File: src/rtl/mahponk_pkg.sv
// mahponk_pkg: shared definitions for the mahponk game-flow logic.
//   - state_e     : rally sequencer FSM encoding (3 bits)
//   - SCORE_W     : width of each player's score
//   - SIDE_LEFT / SIDE_RIGHT : serve-side encoding driven to the ball mover
//   - score_inc() : saturating score increment
package mahponk_pkg;

  localparam int SCORE_W = 4;

  typedef enum logic [2:0] {
    IDLE     = 3'd0,
    SERVE    = 3'd1,
    RALLY    = 3'd2,
    POINT    = 3'd3,
    GAMEOVER = 3'd4
  } state_e;

  localparam logic SIDE_LEFT  = 1'b1;
  localparam logic SIDE_RIGHT = 1'b0;

  localparam logic [SCORE_W-1:0] SCORE_ONE = SCORE_W'(1);

  // Saturates at all-ones so a misconfigured WIN_SCORE cannot wrap a score.
  function automatic logic [SCORE_W-1:0] score_inc(input logic [SCORE_W-1:0] s);
    return (s == '1) ? s : s + SCORE_ONE;
  endfunction

endpackage

File: src/rtl/advance_burst.sv
// advance_burst: emits a burst of one-clk ball_advance pulses separated by
// one low clk, so every pulse is a distinct edge to the ball mover.
// Ports:
//   clk, reset_n  : clock, asynchronous active-low reset
//   load          : (re)load the pulse counter with count; pending pulses dropped
//   count         : number of pulses for the next burst
//   abort         : clear the counter and silence the output (wins over load)
//   ball_advance  : registered advance strobe
module advance_burst #(
  parameter int unsigned CNT_W = 4
) (
  input  logic             clk,
  input  logic             reset_n,
  input  logic             load,
  input  logic [CNT_W-1:0] count,
  input  logic             abort,
  output logic             ball_advance
);

  localparam logic [CNT_W-1:0] CNT_ONE = CNT_W'(1);

  logic [CNT_W-1:0] cnt_q, cnt_d;
  logic             adv_q, adv_d;

  always_comb begin
    cnt_d = cnt_q;
    adv_d = 1'b0;
    if (abort) begin
      cnt_d = '0;
    end else if (load) begin
      cnt_d = count;
    end else if ((cnt_q != '0) && !adv_q) begin
      // A pulse only follows a low clk, giving the 1,0,1,0 pattern.
      adv_d = 1'b1;
      cnt_d = cnt_q - CNT_ONE;
    end
  end

  always_ff @(posedge clk or negedge reset_n) begin
    if (!reset_n) begin
      cnt_q <= '0;
      adv_q <= 1'b0;
    end else begin
      cnt_q <= cnt_d;
      adv_q <= adv_d;
    end
  end

  assign ball_advance = adv_q;

endmodule

File: src/rtl/rally_sequencer.sv
// rally_sequencer: game-flow controller for the ball mover. Holds the ball in
// reset while serving, meters ball_advance pulses per frame during a rally,
// scores outs, selects the serve side and declares the winner.
// Optional build macro: RALLY_SPEEDUP_EN -- every SPEEDUP_HITS paddle hits in
// a rally raise the pulses per frame by one (up to ADV_MAX); without it the
// rate is fixed at ADV_PER_FRAME and hit is unused.
// Ports:
//   clk, reset_n   : clock, asynchronous active-low reset
//   frame_tick     : one-clk pulse per frame
//   start          : synchronised start button (level, edge-detected here)
//   out_a / out_b  : ball out at left / right edge (point to B / A)
//   hit            : one-clk paddle-hit pulse
//   ball_reset     : registered hold to ball mover (1 outside RALLY)
//   ball_advance   : registered one-clk advance strobe
//   set_side       : serve side, 1 = left third, 0 = right third
//   score_a/b      : player scores
//   game_over      : high while in GAMEOVER
//   winner         : 0 = A, 1 = B (valid with game_over)
//   dbg_state      : current FSM state for observation
module rally_sequencer
  import mahponk_pkg::*;
#(
  parameter int unsigned WIN_SCORE     = 11,
  parameter int unsigned SERVE_FRAMES  = 60,
  parameter int unsigned ADV_PER_FRAME = 2,
  parameter int unsigned ADV_MAX       = 6,
  parameter int unsigned SPEEDUP_HITS  = 4
) (
  input  logic               clk,
  input  logic               reset_n,
  input  logic               frame_tick,
  input  logic               start,
  input  logic               out_a,
  input  logic               out_b,
  input  logic               hit,
  output logic               ball_reset,
  output logic               ball_advance,
  output logic               set_side,
  output logic [SCORE_W-1:0] score_a,
  output logic [SCORE_W-1:0] score_b,
  output logic               game_over,
  output logic               winner,
  output state_e             dbg_state
);

  localparam logic [SCORE_W-1:0] WIN_S    = SCORE_W'(WIN_SCORE);
  localparam logic [7:0]         SERVE_N  = 8'(SERVE_FRAMES);
  localparam logic [7:0]         FRM_ONE  = 8'(1);
  localparam logic [3:0]         ADV_INIT = 4'(ADV_PER_FRAME);

  state_e             state_q, state_d;
  logic [7:0]         frame_cnt_q, frame_cnt_d;
  logic [SCORE_W-1:0] score_a_q, score_a_d, score_b_q, score_b_d;
  logic               set_side_q, set_side_d;
  logic               winner_q, winner_d;
  logic               ball_reset_q, ball_reset_d;
  logic               start_q, armed_q, start_rise;
  logic [3:0]         adv_rate;
  logic               burst_load, burst_abort;

  // armed_q masks the first clk after reset so a button already held at
  // reset release is not taken as a press.
  assign start_rise = start && !start_q && armed_q;

  always_comb begin
    state_d     = state_q;
    frame_cnt_d = frame_cnt_q;
    score_a_d   = score_a_q;
    score_b_d   = score_b_q;
    set_side_d  = set_side_q;
    winner_d    = winner_q;
    case (state_q)
      IDLE: begin
        if (start_rise) begin
          state_d     = SERVE;
          frame_cnt_d = '0;
          set_side_d  = SIDE_LEFT;
        end
      end
      SERVE: begin
        if (frame_tick) begin
          frame_cnt_d = frame_cnt_q + FRM_ONE;
          if (frame_cnt_d == SERVE_N) begin
            state_d = RALLY;
          end
        end
      end
      RALLY: begin
        // Left-edge out wins when both edges report in the same clk.
        if (out_a) begin
          state_d    = POINT;
          score_b_d  = score_inc(score_b_q);
          set_side_d = SIDE_LEFT;
        end else if (out_b) begin
          state_d    = POINT;
          score_a_d  = score_inc(score_a_q);
          set_side_d = SIDE_RIGHT;
        end
      end
      POINT: begin
        if (score_a_q == WIN_S) begin
          state_d  = GAMEOVER;
          winner_d = 1'b0;
        end else if (score_b_q == WIN_S) begin
          state_d  = GAMEOVER;
          winner_d = 1'b1;
        end else begin
          state_d     = SERVE;
          frame_cnt_d = '0;
        end
      end
      GAMEOVER: begin
        if (start_rise) begin
          state_d     = SERVE;
          frame_cnt_d = '0;
          score_a_d   = '0;
          score_b_d   = '0;
          winner_d    = 1'b0;
          set_side_d  = SIDE_LEFT;
        end
      end
      default: state_d = IDLE;
    endcase
    ball_reset_d = (state_d != RALLY);
  end

  always_ff @(posedge clk or negedge reset_n) begin
    if (!reset_n) begin
      state_q      <= IDLE;
      frame_cnt_q  <= '0;
      score_a_q    <= '0;
      score_b_q    <= '0;
      set_side_q   <= SIDE_LEFT;
      winner_q     <= 1'b0;
      ball_reset_q <= 1'b1;
      start_q      <= 1'b0;
      armed_q      <= 1'b0;
    end else begin
      state_q      <= state_d;
      frame_cnt_q  <= frame_cnt_d;
      score_a_q    <= score_a_d;
      score_b_q    <= score_b_d;
      set_side_q   <= set_side_d;
      winner_q     <= winner_d;
      ball_reset_q <= ball_reset_d;
      start_q      <= start;
      armed_q      <= 1'b1;
    end
  end

`ifdef RALLY_SPEEDUP_EN
  localparam logic [3:0] ADV_CAP   = 4'(ADV_MAX);
  localparam logic [3:0] HITS_LAST = 4'(SPEEDUP_HITS - 1);

  logic [3:0] hit_cnt_q, hit_cnt_d;
  logic [3:0] adv_rate_q, adv_rate_d;

  // The raised rate is only sampled by the burst at the next frame_tick load.
  always_comb begin
    hit_cnt_d  = hit_cnt_q;
    adv_rate_d = adv_rate_q;
    if (state_q == POINT) begin
      hit_cnt_d  = '0;
      adv_rate_d = ADV_INIT;
    end else if ((state_q == RALLY) && hit) begin
      if (hit_cnt_q == HITS_LAST) begin
        hit_cnt_d = '0;
        if (adv_rate_q < ADV_CAP) begin
          adv_rate_d = adv_rate_q + 4'd1;
        end
      end else begin
        hit_cnt_d = hit_cnt_q + 4'd1;
      end
    end
  end

  always_ff @(posedge clk or negedge reset_n) begin
    if (!reset_n) begin
      hit_cnt_q  <= '0;
      adv_rate_q <= ADV_INIT;
    end else begin
      hit_cnt_q  <= hit_cnt_d;
      adv_rate_q <= adv_rate_d;
    end
  end

  assign adv_rate = adv_rate_q;
`else
  localparam int unused_speedup_cfg = ADV_MAX + SPEEDUP_HITS;
  logic unused_hit;
  assign unused_hit = hit;
  assign adv_rate   = ADV_INIT;
`endif

  // Leaving RALLY for any reason silences the burst immediately.
  assign burst_load  = (state_q == RALLY) && frame_tick;
  assign burst_abort = (state_q != RALLY) || out_a || out_b;

  advance_burst #(.CNT_W(4)) u_burst (
    .clk          (clk),
    .reset_n      (reset_n),
    .load         (burst_load),
    .count        (adv_rate),
    .abort        (burst_abort),
    .ball_advance (ball_advance)
  );

  assign ball_reset = ball_reset_q;
  assign set_side   = set_side_q;
  assign score_a    = score_a_q;
  assign score_b    = score_b_q;
  assign game_over  = (state_q == GAMEOVER);
  assign winner     = winner_q;
  assign dbg_state  = state_q;

endmodule

File: config.mk
export PLATFORM = sky130hd
export DESIGN_NAME = rally_sequencer
export DESIGN_NICKNAME = d
export VERILOG_FILES = /design/src/rtl/mahponk_pkg.sv /design/src/rtl/advance_burst.sv /design/src/rtl/rally_sequencer.sv
export SDC_FILE = /design/constraint.sdc
export NUM_CORES = 1
export LEC_CHECK = 0
export ABC_AREA = 1
export CAP_MARGIN = 30
export CELL_PAD_IN_SITES_DETAIL_PLACEMENT = 0
export CELL_PAD_IN_SITES_GLOBAL_PLACEMENT = 1
export CORE_MARGIN = 4
export CORE_UTILIZATION = 25
export CTS_BUF_LIST = sky130_fd_sc_hd__clkbuf_4
export DETAILED_ROUTE_END_ITERATION = 6
export HOLD_SLACK_MARGIN = 0.06
export PLACE_DENSITY_LB_ADDON = 0.1
export SLEW_MARGIN = 5
export SYNTH_ARGS = -nofsm -noshare
export SYNTH_HDL_FRONTEND = slang
export SYNTH_SLANG_ARGS = --single-unit
File: constraint.sdc
create_clock -name clk -period 1.4 [get_ports clk]
set_input_delay 0.14 -clock clk [delete_from_list [all_inputs] [get_ports clk]]
set_output_delay 0.14 -clock clk [all_outputs]
set_load 0.005 [all_outputs]
==> results of run 1 <==
final timing paths:
check                                                 end                    startpoint  slack (ps)  cells after the start
max                                score_a[2]$_DFFE_PN0P_        dbg_state[0]$_DFF_PN0_        -170                      9
min                        u_burst.ball_advance$_DFF_PN0_                       reset_n         150                      2
max reg2reg                        score_a[2]$_DFFE_PN0P_        dbg_state[0]$_DFF_PN0_        -170                      9
min reg2reg                  u_burst.cnt_q[3]$_DFFE_PN0P_  u_burst.cnt_q[3]$_DFFE_PN0P_         470                      1
max in group asynchronous            set_side$_DFFE_PN1P_                       reset_n        1010                      2
min in group clk                        start_q$_DFF_PN0_                         start         270                      1
routing by layer:
layer / share of wire [%] / vias up
li1: - / 850
met1: 45 / 753
met2: 49 / 25
met3: 4.0 / 11
met4: 2.3 / 0
met5: 0 / -
per-stage QoR:
step	util [%]	hold WS [ps]	setup TNS [ps]	power (mW)
detailed placement	37.4	465	-2590	1.71
finish	43.5	151	-1260	2.46
global route	43.5	149	-3550	2.63
CTS	41.1	157	-774	2.35
floorplan	-	-156	0	1.35
global placement	37.4	466	-2080	1.71
logic make-up (layout without fill, tap and decap cells):
family / Yosys count / count (layout) / synth area share [%]
AOI/OAI and AO/OA: 31 / 31 / 10.4
xor gates and xnor gates: 4 / 4 / 2.20
adders and majority gates: 5 / 5 / 3.93
buffers and inverters: 29 / 126 / 7.00
DFF: 29 / 29 / 45.8
other: 1 / 1 / 0.236
and+or+nand+nor: 104 / 104 / 30.4
cells in the final DEF (no fill, tap or decap), types with 3 or more instances in the layout:
cell	instances
sky130_fd_sc_hd__a21oi_1	8
sky130_fd_sc_hd__buf_4	60
sky130_fd_sc_hd__buf_6	10
sky130_fd_sc_hd__clkbuf_4	7
sky130_fd_sc_hd__clkdlybuf4s50_1	6
sky130_fd_sc_hd__dfrtp_1	24
sky130_fd_sc_hd__dfrtp_2	3
sky130_fd_sc_hd__dlygate4sd2_1	9
sky130_fd_sc_hd__inv_1	22
sky130_fd_sc_hd__inv_2	3
sky130_fd_sc_hd__nand2_1	35
sky130_fd_sc_hd__nand2_2	8
sky130_fd_sc_hd__nand2_4	5
sky130_fd_sc_hd__nand3_1	22
sky130_fd_sc_hd__nor2_1	14
sky130_fd_sc_hd__nor2_2	7
sky130_fd_sc_hd__nor2_4	4
sky130_fd_sc_hd__o21ai_0	6
sky130_fd_sc_hd__o21ai_1	11
sky130_fd_sc_hd__xor2_1	4
sequential cells by signal, summed over array words and instances (netlist names):
name,flops
set_side,1
winner,1
ball_reset,1
score_a,4
score_b,4
armed_q,1
dbg_state,3
frame_cnt_q,8
u_burst.cnt_q,4
start_q,1
u_burst.ball_advance,1
worst max-delay path: stages (launching register included):
cell,delay [ps]
sky130_fd_sc_hd__dfrtp_2,420
sky130_fd_sc_hd__buf_6,120
sky130_fd_sc_hd__nor2_4,120
sky130_fd_sc_hd__nand2_2,70
sky130_fd_sc_hd__buf_6,130
sky130_fd_sc_hd__nand2_2,60
sky130_fd_sc_hd__o21ai_2,60
sky130_fd_sc_hd__nor3_4,310
sky130_fd_sc_hd__nand3_1,120
sky130_fd_sc_hd__o21ai_1,90
power breakdown:
part | switching (mW) | internal [mW] | total [mW]
clock network | 0.315 | 0.232 | 0.547
registers | 0.0963 | 0.949 | 1.05
logic | 0.418 | 0.451 | 0.869
total | 0.829 | 1.63 | 2.46
layout make-up:
cell class              count  area (µm²)
well taps                  75        93.8
fillers                   650        3430
inverters                  28         114
clock inverters             1        3.75
repair buffers             90         754
flip-flops and latches     29         732
clock buffers               7        52.6
multi-input cells         145         883
repair_timing:
item	4_1_cts	5_1_grt
pin swaps	7	16
gates resized for setup	40	49
buffers inserted	15	6
setup endpoints to repair	30	29
==> implementation parameters, run 1 <==
Parameter                              Value

Logic synthesis
  Count of unique library cells instantiated by Yosys    27
  Post-synthesis sequential element count    29
  Synthesized instance count    203
  Number of nets in the synthesized netlist    215
  Mean Syn Cell Area    7.83 µm²
  Post-synthesis cell type with the largest combined area    sky130_fd_sc_hd__dfrtp_1
  Portion of the post-synthesis area used by sequential elements    45.8%
  Most used standard cell by instance count after synthesis    sky130_fd_sc_hd__nand2_1
  Async set or reset register ratio after synthesis    100%
  EDFF count, synth    0
  Most used DFF post-synth    sky130_fd_sc_hd__dfrtp_1
  Main area contributors after synthesis    sky130_fd_sc_hd__dfrtp_1, sky130_fd_sc_hd__nand2_1, sky130_fd_sc_hd__nand3_1
  Post-Syn Area    1590 µm²
  Share of the synthesized area in the top cell type    42.5%
  Ys Warns    0
  Post-synth top cells    sky130_fd_sc_hd__nand2_1, sky130_fd_sc_hd__dfrtp_1, sky130_fd_sc_hd__nand3_1, sky130_fd_sc_hd__inv_1, sky130_fd_sc_hd__nor2_1

Floorplanning
  Die outline area    7700 µm²
  Number of top-level pins    23
  Height of the die    87.8 µm
  Initial core utilization    26.2%
  Die width    87.8 µm
  Row cnt    28
  CORE AREA    6060 µm²

STA
  Final Worst Setup Slack    -172 ps
  Setup repair after global routing missed its margin    true
  Highest Clock Rate    636 MHz
  Tmin final    1570 ps
  Final setup violation count    16
  Final slew viol count    0
  Share of the clock period used by the worst path after layout    112%
  Final clock skew    5.97 ps
  Final hold violation count    0

Worst setup path
  Crit Path Category    reg -> reg
  Maximum net fanout on the critical path    8
  Crit end category    register
  Worst endpoint required time    1670 ps
  Worst Setup Start Kind    register
  Arrival time reported for the critical path endpoint    1840 ps

Routing
  DRT iter0 DRCs    54
  Router iterations before antenna repair    4
  Via-to-Cell Ratio    4.37
  Total detailed-routing wirelength    4500 µm
  DRC    0
  Avg WL per Cell    12.0 µm
  Residual antenna-violating net count after detailed routing    0
  Via count of the routed design    1639

GRT
  All-Layer GR Usage    12.3%
  Global-route wire length before repair    7380 µm
  GRT met1 Usage    15.1%
  Number of antenna violations at the first check in global routing    0
  Met2 Usage GRT    20.4%
  Most utilized layer in the global route result    met2
  Grt ovf    0
  Vias in the first global route    1614
  Maximum number of pins on one net before global-route repair    30
  Met3 usage    3.48%

Pwr
  Power Dens Cells    935 nW/µm²
  Worst vdd rail ir drop    0.345 mV
  Leakage power figure    1.28 nW

Placed design
  Weighted congestion reported at the end of routability-driven placement    0.742
  Dpl hpwl    3020 µm
  Placed Cells    346
  Pre-CTS worst setup slack    -185 ps
  Port bufs    21
  Post-Place Cell Area    2270 µm²

CTS
  Max H-tree Level    2
  Clk slew on worst S/H paths    100 ps
  Root cell of the clock tree    sky130_fd_sc_hd__clkbuf_4
  TritonCTS clock tree    built
  Number of hold-repair buffers added at the cts stage    0
  Number of sinks on the clock net    29
  Skew-Pair Late Insertion Delay    340 ps
  Number of clock buffers inserted by TritonCTS    5
  Maximum buffer depth of the clock tree    2

Flow run
  Number of max-cap violations    0

Outcome
  Status    finished, violations left
  Violated checks    negative setup slack

Cells and area
  Total inserted antenna cells    0
  Area overhead of the layout relative to synthesis    65.6%
  Number of nets in the layout    311
  Fraction of final layout cells sized beyond drive strength 1    42.7%
  Final standard cell area without fillers    2630 µm²
  Post-layout instance count excluding filler cells    375

Min path
  Min-delay worst type    in -> async
Power figures use the tool's default switching activity.
==> inputs of run 2 (changes only) <==
--- a/config.mk
+++ b/config.mk
@@ -15,6 +15,7 @@
 export DETAILED_ROUTE_END_ITERATION = 6
 export HOLD_SLACK_MARGIN = 0.06
 export PLACE_DENSITY_LB_ADDON = 0.1
+export SETUP_SLACK_MARGIN = 0.05
 export SLEW_MARGIN = 5
 export SYNTH_ARGS = -nofsm -noshare
 export SYNTH_HDL_FRONTEND = slang
==> run 2 against run 1 <==
Compared with the run above:
- the run still ends with negative setup slack left
- highest routed layer unchanged
- register-to-register slack better by 70 ps
- global-route usage is essentially flat
- routed wire length down 3.6%
- first-iteration DRC count is 61% lower
- sequential power hardly changed
- total power rose by 6.3%
- via count decreased by 3.0%
- non-clock buffer count decreased by 7
- final area increased by 3.7%
==> implementation parameters, run 2 (synthesized netlist as in run 1, its figures left out) <==
Parameter                              Value

Pwr
  Leakage power figure    1.30 nW (+1.8%)
  Flop pwr share    40.2% (-2.3 points)
  Net Sw Power    0.876 mW (+5.6%)
  Combinational cell fraction of total power    38.5% (+3.2 points)
  Share of total power consumed by net switching    33.5% (-0.22 points)
  Worst vdd rail ir drop    0.391 mV (+13%)
  Power after layout    2.62 mW (+6.3%)
  Clock network power share    21.3% (-0.9 points)
  Power Dens Cells    958 nW/µm² (+2.6%)
  P_int    1.74 mW (+6.7%)

Placed design
  Placed Cells    337 (-2.6%)
  Dpl hpwl    3060 µm (+1.5%)
  Post-Place Cell Area    2210 µm² (-2.8%)
  Weighted congestion reported at the end of routability-driven placement    0.747 (+0.66%)
  Pre-CTS worst setup slack    -174 ps (+10.8 ps)
  Port bufs    21 (unchanged)

Floorplanning
  Die width    87.8 µm (unchanged)
  Initial core utilization    26.2% (unchanged)
  Number of top-level pins    23 (unchanged)
  Height of the die    87.8 µm (unchanged)
  CORE AREA    6060 µm² (unchanged)
  Row cnt    28 (unchanged)
  Die outline area    7700 µm² (unchanged)

Routing
  Via-to-Cell Ratio    4.32 (-1.1%)
  Avg WL per Cell    11.8 µm (-1.7%)
  Via count of the routed design    1590 (-3.0%)
  DRT iter0 DRCs    21 (-61%)
  Router iterations before antenna repair    4 (unchanged)
  Residual antenna-violating net count after detailed routing    0 (unchanged)
  Total detailed-routing wirelength    4340 µm (-3.6%)
  DRC    0 (unchanged)

Cells and area
  Final standard cell area without fillers    2730 µm² (+3.7%)
  Core Util, Final    45.0% (+1.6 points)
  Total inserted antenna cells    0 (unchanged)
  Most frequent cells in the layout    sky130_fd_sc_hd__buf_4, sky130_fd_sc_hd__nand2_1, sky130_fd_sc_hd__dfrtp_1, sky130_fd_sc_hd__inv_1, sky130_fd_sc_hd__nand3_1
  Post-layout instance count excluding filler cells    368 (-1.9%)
  Fraction of final layout cells sized beyond drive strength 1    46.8% (+4.1 points)
  Register with the most flip-flops    frame_cnt_q
  Area overhead of the layout relative to synthesis    71.7%
  Most common library cell in the layout ignoring fill and taps    sky130_fd_sc_hd__buf_4
  Number of nets in the layout    304 (-2.3%)
  Max FFs per register    8 (unchanged)

GRT
  Global-route wire length before repair    7240 µm (-2.0%)
  Grt ovf    0 (unchanged)
  All-Layer GR Usage    12.4% (+0.039 points)
  Number of antenna violations at the first check in global routing    0 (unchanged)
  Maximum number of pins on one net before global-route repair    30 (unchanged)
  Vias in the first global route    1562 (-3.2%)

Worst setup path
  Worst endpoint required time    1670 ps (about the same)
  Arrival time reported for the critical path endpoint    1770 ps (-70 ps)
  Worst r2r path cells    11 (+2)
  Crit end category    register
  Register-to-register setup slack    -100 ps (+70 ps)
  Worst Setup Start Kind    register
  Maximum net fanout on the critical path    7 (-1)
  R2R Path Start    dbg_state[1]$_DFF_PN0_
  Crit Path Category    reg -> reg
  R2r endpoint    frame_cnt_q[2]$_DFFE_PN0P_

Flow run
  Number of max-cap violations    0 (unchanged)

STA
  Highest Clock Rate    665 MHz (+4.6%)
  Final Worst Setup Slack    -104 ps (+68.6 ps)
  Tmin final    1500 ps (-68.6 ps)
  Final hold violation count    0 (unchanged)
  Share of the clock period used by the worst path after layout    107% (-4.9 points)
  Setup repair after global routing missed its margin    true
  Final setup violation count    16 (unchanged)
  Final slew viol count    0 (unchanged)
  Post-route worst hold slack    161 ps (+9.13 ps)
  Final clock skew    13.5 ps (+7.50 ps)
  Sum of negative setup slack    -892 ps (+364 ps)

CTS
  Maximum buffer depth of the clock tree    2 (unchanged)
  Root cell of the clock tree    sky130_fd_sc_hd__clkbuf_4
  Number of clock buffers inserted by TritonCTS    5 (unchanged)
  TritonCTS clock tree    built
  Skew-Pair Late Insertion Delay    330 ps (about the same)
  Clk slew on worst S/H paths    100 ps (about the same)
  Number of sinks on the clock net    29 (unchanged)
  Max H-tree Level    2 (unchanged)
  Number of hold-repair buffers added at the cts stage    0 (unchanged)

Outcome
  Status    finished, violations left
  Violated checks    negative setup slack

Min path
  Min-delay worst type    in -> async
run 2: worst max-delay path by stage:
stage                           start                          to  slack, ps
6_report       dbg_state[1]$_DFF_PN0_  frame_cnt_q[2]$_DFFE_PN0P_       -100
5_1_grt        dbg_state[1]$_DFF_PN0_  frame_cnt_q[2]$_DFFE_PN0P_       -200
3_3_place_gp                    out_b      dbg_state[0]$_DFF_PN0_       -120
2_1_floorplan  score_b[0]$_DFFE_PN0P_  frame_cnt_q[0]$_DFFE_PN0P_         80
4_1_cts        dbg_state[1]$_DFF_PN0_  frame_cnt_q[4]$_DFFE_PN0P_       -120
3_5_place_dp                    start  frame_cnt_q[4]$_DFFE_PN0P_       -170
run 2: what timing repair did:
item                                    CTS  global route
cloned                                    0             0
resized for setup                        77            39
pin swaps                                20            18
endpoints found under the setup margin   37            31
setup buffers                            15             8
run 2: metal layers:
layer  vias up  wire, µm  GRT usage (%)
met2        23      2080           19.7
met1       726      2020           15.9
met3         5       171           3.76
met4         0        59           4.18
met5         -         0              0
li1        836         -              -
run 2: worst max-delay path, stage by stage (launching register included):
cell and delay (ps):
sky130_fd_sc_hd__dfrtp_1 400, sky130_fd_sc_hd__buf_6 130, sky130_fd_sc_hd__nor2_4 110, sky130_fd_sc_hd__buf_6 120, sky130_fd_sc_hd__buf_6 90, sky130_fd_sc_hd__nand2_4 50
sky130_fd_sc_hd__nand2_4 70, sky130_fd_sc_hd__nand3_4 110, sky130_fd_sc_hd__buf_12 160, sky130_fd_sc_hd__clkinv_8 50, sky130_fd_sc_hd__nand2_4 40, sky130_fd_sc_hd__a21oi_2 110
run 2: power by group through the flow:
| stage | Sequential, mW | Combinational (mW) | Clock [mW] |
|---|---|---|---|
| detailed placement | 1.05 | 0.650 | 0 |
| CTS | 1.05 | 0.875 | 0.595 |
| finish | 1.05 | 1.01 | 0.558 |
| floorplan | 1.03 | 0.323 | 0 |
| global placement | 1.05 | 0.649 | 0 |
| global route | 1.07 | 1.11 | 0.654 |
run 2: area by class of cell:
class / instances / area [µm²]
fillers: 631 / 3330
multi-input cells: 145 / 993
flip-flops and latches: 29 / 732
repair buffers: 83 / 728
inverters: 28 / 123
well taps: 75 / 93.8
clock buffers: 8 / 60.1
